$ cat config.mk
export PLATFORM = sky130hd
export DESIGN_NAME = wb_boot_copier
export DESIGN_NICKNAME = d
export VERILOG_FILES = /design/src/rtl/wb_boot_copier.sv
export SDC_FILE = /design/constraint.sdc
export NUM_CORES = 1
export LEC_CHECK = 0
export CORE_MARGIN = 2
export CORE_UTILIZATION = 43
export CTS_CLUSTER_SIZE = 30
export DETAILED_ROUTE_END_ITERATION = 8
export GPL_ROUTABILITY_DRIVEN = 0
export GPL_TIMING_DRIVEN = 0
export PLACE_DENSITY = 0.92
export SLEW_MARGIN = 20
export SYNTH_ARGS = -nofsm -noshare
export SYNTH_HDL_FRONTEND = slang
export SYNTH_SLANG_ARGS = --single-unit
$ cat constraint.sdc
create_clock -name clk_i -period 2.3 [get_ports clk_i]
set_input_delay 0.345 -clock clk_i [delete_from_list [all_inputs] [get_ports clk_i]]
set_output_delay 0.345 -clock clk_i [all_outputs]
set_load 0.02 [all_outputs]
$ cat src/rtl/wb_boot_copier.sv
// wb_boot_copier: Wishbone initiator that copies a boot image from flash to RAM, then releases the CPU.
// Optional WB_BOOT_COPIER_CHECKSUM_EN adds a checksum_o sum of words read, checked before completion.
module wb_boot_copier #(
    parameter logic [31:0] SRC_ADDRESS  = 32'h2000_0000,
    parameter logic [31:0] DST_ADDRESS  = 32'h1000_0000,
    parameter int          LENGTH_WORDS = 'h4000,
    parameter int          MAX_RETRIES  = 3
`ifdef WB_BOOT_COPIER_CHECKSUM_EN
    ,
    parameter logic [31:0] EXPECTED_CHECKSUM = 32'h0
`endif
) (
    input  logic        clk_i,
    input  logic        rst_i,
    output logic        cyc_o,
    output logic        stb_o,
    output logic [31:0] adr_o,
    output logic [3:0]  sel_o,
    output logic        we_o,
    output logic [31:0] dat_o,
    input  logic [31:0] dat_i,
    input  logic        ack_i,
    input  logic        err_i,
    input  logic        rty_i,
    output logic        cpu_rst_o,
    output logic        done_o,
    output logic        error_o
`ifdef WB_BOOT_COPIER_CHECKSUM_EN
    ,
    output logic [31:0] checksum_o
`endif
);
    localparam int IW = LENGTH_WORDS > 0 ? $clog2(LENGTH_WORDS + 1) : 1;
    localparam int RW = $clog2(MAX_RETRIES + 2);
    localparam logic [IW-1:0] LAST = IW'(LENGTH_WORDS);

    typedef enum logic [2:0] {IDLE, RD, RD_GAP, WR, WR_GAP, DONE, FAIL, CHK} state_t;

`ifdef WB_BOOT_COPIER_CHECKSUM_EN
    localparam state_t FIN = CHK;
`else
    localparam state_t FIN = DONE;
`endif

    state_t        state, state_n;
    logic [IW-1:0] idx, idx_n;
    logic [RW-1:0] rty_cnt, rty_cnt_n, rty_inc;
    logic [31:0]   data_q, data_n;
    logic          gap, gap_n;
    logic          busy;

    always_ff @(posedge clk_i) begin
        if (rst_i) begin
            state   <= IDLE;
            idx     <= '0;
            rty_cnt <= '0;
            data_q  <= '0;
            gap     <= 1'b0;
        end else begin
            state   <= state_n;
            idx     <= idx_n;
            rty_cnt <= rty_cnt_n;
            data_q  <= data_n;
            gap     <= gap_n;
        end
    end

`ifdef WB_BOOT_COPIER_CHECKSUM_EN
    always_ff @(posedge clk_i) begin
        if (rst_i)
            checksum_o <= '0;
        else if (state == RD_GAP)
            checksum_o <= checksum_o + data_q;
    end
`endif

    // gap marks the idle cycle between a retried attempt and its reissue
    always_comb begin
        busy      = (state == RD || state == WR) && !gap;
        state_n   = state;
        idx_n     = idx;
        rty_cnt_n = rty_cnt;
        data_n    = data_q;
        gap_n     = 1'b0;
        rty_inc   = rty_cnt + 1'b1;
        case (state)
            IDLE: state_n = (LENGTH_WORDS == 0) ? FIN : RD;
            RD, WR: begin
                if (busy) begin
                    if (err_i) begin
                        state_n = FAIL;
                    end else if (rty_i) begin
                        rty_cnt_n = rty_inc;
                        gap_n     = 1'b1;
                        state_n   = (rty_inc > RW'(MAX_RETRIES)) ? FAIL : state;
                    end else if (ack_i) begin
                        rty_cnt_n = '0;
                        data_n    = (state == RD) ? dat_i : data_q;
                        state_n   = (state == RD) ? RD_GAP : WR_GAP;
                    end
                end
            end
            RD_GAP: state_n = WR;
            WR_GAP: begin
                idx_n   = idx + 1'b1;
                state_n = (idx_n == LAST) ? FIN : RD;
            end
`ifdef WB_BOOT_COPIER_CHECKSUM_EN
            CHK: state_n = (checksum_o == EXPECTED_CHECKSUM) ? DONE : FAIL;
`endif
            default: ;
        endcase
    end

    assign cyc_o     = busy;
    assign stb_o     = busy;
    assign we_o      = busy && state == WR;
    assign sel_o     = busy ? 4'hF : 4'h0;
    assign adr_o     = busy ? ((state == WR) ? DST_ADDRESS : SRC_ADDRESS) + 32'({idx, 2'b00}) : 32'h0;
    assign dat_o     = data_q;
    assign cpu_rst_o = state != DONE;
    assign done_o    = state == DONE;
    assign error_o   = state == FAIL;
endmodule

After elaboration in Yosys (flattened, before gate mapping)

Cells that the tools add are included.

Flip-flop bits (word level): 54
Bits in latches: 0
RAM bits: 0
ROM bits: 0
Input bits: 37
Output and inout port bits: 74
Memories kept: 0

Add/subtract/negate cells: 3
Multipliers: 0
Div/mod/pow operators: 0
Magnitude comparators: 1
Eq/ne operators: 11
Shift operators: 0
Mux-type cells: 14
Bitwise gates (word level): 4
Reduce and logical (&&, ||, !) cells: 12

Operators with widths:

| cell                    | count |
|---|---|
| $add A30 B17 Y31        | 1 |
| $mux W31                | 1 |
| $mux W30                | 1 |
| $mux W3                 | 9 |
| $add A15 B1 Y15 const B | 1 |
| $eq A15 B15 Y1 const B  | 1 |
| $pmux W3 S4             | 1 |
| $eq A3 B3 Y1 const B    | 3 |
| $ne A4 B4 Y1 const B    | 2 |
| $reduce_and A4 Y1       | 2 |
| $eq A3 B2 Y1 const B    | 2 |
| $reduce_and A6 Y1       | 1 |
| $mux W4                 | 1 |
| $not A1 Y1              | 4 |
| $reduce_bool A4 Y1      | 1 |
| $reduce_or A4 Y1        | 1 |
| $add A3 B1 Y3 const B   | 1 |
| $eq A3 B1 Y1 const B    | 1 |
| $gt A3 B2 Y1 const B    | 1 |
| $logic_not A3 Y1        | 1 |
| $ne A3 B3 Y1 const B    | 1 |
| $logic_and A1 B1 Y1     | 2 |
| $ne A2 B2 Y1 const B    | 1 |
| $reduce_bool A2 Y1      | 1 |
| other kinds (4)         | 4 |

Longest topological paths before layout

Depth after elaboration: 7
Depth in mapped cells: 8

Worst setup path before layout

Ideal clock, no wire load.

Path kind: reg2out
Start point: register state[0]
End point: output adr_o[28]
Arrival: 1,867 ps
Required time: 1,955 ps
Setup slack: 88 ps
Stages on the path, launching flop included: 7
Buffers on the path: 4
Cell sequence: dfxtp_1 > buf_2 > nor3b_2 > clkbuf_1 > clkbuf_1 > and2_1 > buf_4

Cells in the longest elaborated chain, start to end: 4

RTL lines:

| element                                      | line | RTL |
|---|---|---|
| start: declaration                           | 45   | `state_t state, state_n;` |
| start signal: assignment                     | 60   | `state <= state_n;` |
| $eq A3 B1 Y1 or $eq A3 B2 Y1 (tied branches) | 79   | `busy = (state == RD \|\| state == WR) && !gap;` |
| $logic_or A1 B1 Y1 *                         | 79   |  |
| $logic_and A1 B1 Y1 *                        | 79   |  |
| via cyc_o                                    | 15   | `output logic cyc_o,` |
| $mux W31 *                                   | 119  | `assign adr_o = busy ? ((state == WR) ? DST_ADDRESS : SRC_ADDRESS) + 32'({idx, 2'b00}) : 32'h0;` |
| end: declaration                             | 17   | `output logic [31:0] adr_o,` |

The timed path passes the listed nets; every way through them passes the cells marked *.

Worst setup path after layout

Start point: register state[0]
End point: output adr_o[4]

Cells in the longest elaborated chain, start to end: 4

RTL lines:

| element                                      | line |
|---|---|
| $eq A3 B1 Y1 or $eq A3 B2 Y1 (tied branches) | 79 |
| $logic_or A1 B1 Y1 *                         | 79 |
| $logic_and A1 B1 Y1 *                        | 79 |
| $mux W31 *                                   | 119 |

Every way passes the cells marked *; elsewhere a longest branch is shown, timed or not.

==> flow_summary_export.csv <==
group,metric,value,unit
clock_tree,numCtsBuffers,5,
pwr,p_seq_share,51.2,%
clock_tree,cts.sink_count,54,
timing,hold_violations,0,
detailed_routing,wl_met2,3370,um
pwr,leakagePower,1.51,nW
die,std_cell_rows,28,
detailed_routing,drt_iter0_markers,91,
clock_tree,htreeDepth,2,
die,start_util,45.3,%
layout,synthToLayoutAreaGrowth,44.0,%
critical_path,cp-endpoint,"adr_o[4]",
synthesis,yosysMostFrequentCell,"nand2_1",
synthesis,synth.top_cell.area_share,39.9,%
synthesis,synth.cells.most_frequent,"nand2_1, dfxtp_1, a21oi_1",
clock_tree,clock_path_buffers,2,
synthesis,synth_top_area_cell,"dfxtp_1",
global_route,overflow,0,
die,die_area,6960,um^2
global_route,grt_util_all_layers,19.4,%
hold_path,holdCritPathClass,"flop to flop",
clock_tree,clk_pin_slew_worst_paths,90,ps
timing,fin_setup_tns,0,ps
critical_path,worstSetupPathType,"flop to output port",
clock_tree,cts_root_buf,"clkbuf_8",
detailed_routing,drc,0,
synthesis,ys_ff_latch,54,
placed_design,port-buffer-count,94,
placed_design,place_area,3800,um^2
die,ios,111,
clock_tree,tritoncts,"built",
critical_path,r2r_slack,340,ps
pwr,p_per_area,483,nW/um^2
synthesis,synth_area,2710,um^2
critical_path,endpoint_kind,"output port",
synthesis,yosys_warnings,0,
die,die_h,83.4,um
timing,max-slew-margin-rel,61.7,%
layout,fin_area,3900,um^2
die,core-area,5990,um^2
timing,rsz0062_at_grt,"false",
detailed_routing,maxUsedRoutingLayer,"met4",
detailed_routing,wl_per_cell,12.5,um
layout,antenna_cells,0,
critical_path,path_max_fanout,24,
critical_path,arrival,1790,ps
synthesis,synth_ff_type,"dfxtp_1",
layout,nNetsFinal,494,
critical_path,startpoint,"state[0]$_SDFFE_PP0P_",
detailed_routing,finalWirelength,6620,um
synthesis,synth_seq_area_share,39.9,%
clock_tree,cts_hold_buf,0,
job,maxCapViolations,0,
synthesis,ys_async_sr_fraction,0,%
timing,drv_slew,0,
pwr,switchingPower,459,uW
detailed_routing,met3_length,301,um
clock_tree,clock_latency,300,ps
placed_design,dp.cells,523,
timing,worstMarginPinSlew,574,ps
synthesis,synth_cells,340,
outcome,status,"finished, final reports clean",
timing,period_share,93.0,%
synthesis,synth.top_cells.by_area,"dfxtp_1, nand2_1, a21oi_1",
pwr,p_comb_share,16.2,%
clock_tree,post_cts_buffers,0,
global_route,antenna_found_initial,0,
timing,setup_ws,160,ps
detailed_routing,via_per_inst,4.96,
pwr,intPower,1.43,mW
timing,clock_skew,6.45,ps
placed_design,hpwlAfterDp,5160,um
layout,instances_no_fill,530,
synthesis,synth_edf_count,0,
timing,min_period,2140,ps
global_route,grt_pass1_wl,11400,um
global_route,grt_max_degree,17,
critical_path,worstReg2RegStart,"rty_cnt[0]$_SDFFE_PP0P_",
detailed_routing,drtAntennaViolNets,0,
synthesis,yosysUniqueCellTypes,50,
pwr,swShare,24.3,%
timing,hold_ws,457,ps
global_route,grt_pass1_vias,2582,
critical_path,start_kind,"flop",
critical_path,worstPathRequired,1960,ps
detailed_routing,dr.pass1.iters,4,
timing,clock.fmax,467,MHz
layout,drive_above_1_share,10.3,%
critical_path,worst_r2r_path_depth,7,
detailed_routing,wl_met1,2750,um
pwr,total_power,1.89,mW
critical_path,timing.rr.end,"state[1]$_SDFFE_PP0P_",
pwr,max-vdd-ir-drop,0.000323,V
layout,fin_util,65.2,%
synthesis,avgSynthCellArea,7.97,um^2
timing,setup_violations,0,
placed_design,dpl_worst_slack,-515,ps
pwr,clockPowerShare,32.6,%
die,die_x,83.4,um
detailed_routing,vias,2631,
[power by group through the flow]
stage                     clock (mW)  sequential, mW  combinational, mW
final                          0.615           0.965              0.306
after global routing           0.675           0.969              0.330
after CTS                      0.634           0.965              0.310
after detailed placement           0           0.987              0.311
after global placement             0           0.985              0.305
after floorplan                    0           0.996              0.160
[sequential cells by signal, summed over array words and instances (netlist names)]
register,flops
dat_o,32
gap,1
idx,15
rty_cnt,3
state,3
[layout make-up]
type | count | area, um^2
plain buffers | 43 | 282
clock buffers | 5 | 68.8
clock inverters | 3 | 40.0
fillers | 502 | 2090
inverters | 4 | 15.0
multi-input cells | 252 | 1400
flip-flops and latches | 54 | 1080
well taps | 75 | 93.8
repair buffers | 94 | 925
[placed cells by master, fill, tap and decap left out, types with 6 or more instances in the layout]
cell type and n:
a21oi_1 37, and2_1 19, buf_4 23, clkbuf_1 13, clkbuf_8 6, clkdlybuf4s15_1 7, clkdlybuf4s50_1 70, conb_1 15
dfxtp_1 54, dlygate4sd2_1 14, nand2_1 70, nand4_1 7, nor2_1 25, nor3_1 6, xnor2_1 12
[how the worst min path moves through the flow]
stage | start | endpoint | depth (start not counted)
6_report | dat_o[11]$_SDFFE_PP0P_ | dat_o[11]$_SDFFE_PP0P_ | 2
2_1_floorplan | rty_cnt[2]$_SDFFE_PP0P_ | rty_cnt[2]$_SDFFE_PP0P_ | 2
3_5_place_dp | dat_o[23]$_SDFFE_PP0P_ | dat_o[23]$_SDFFE_PP0P_ | 2
4_1_cts | dat_o[23]$_SDFFE_PP0P_ | dat_o[23]$_SDFFE_PP0P_ | 2
3_3_place_gp | dat_o[20]$_SDFFE_PP0P_ | dat_o[20]$_SDFFE_PP0P_ | 2
5_1_grt | rst_i | idx[6]$_SDFFE_PP0P_ | 2
[cells by family after synthesis]
| logic type | count (synthesis) | synth area share, % |
|---|---|---|
| simple gates | 160 | 30.1 |
| compound gates | 55 | 11.6 |
| flops | 54 | 39.9 |
| buf+inv | 48 | 10.7 |
| xor+xnor | 17 | 5.49 |
| fa+ha+maj | 3 | 1.38 |
| mux | 2 | 0.738 |
| other cells | 1 | 0.138 |
[timing repair]
action	4_1_cts	5_1_grt
setup endpoints to repair	23	16
resized for setup	37	3
hold endpoints to repair	0	0
[worst max-delay path, stage by stage (launching register included)]
cell	delay, ps
dfxtp_1	320
buf_2	190
nor3b_4	260
clkbuf_8	240
and2_1	150
dlygate4sd2_1	340
[layer usage]
layer | track usage, % | vias to the layer above
met5 | 0 | -
met1 | 22.3 | 1197
li1 | - | 1328
met2 | 34.8 | 87
met3 | 2.88 | 19
met4 | 9.39 | 0
Power figures use the tool's default switching activity.
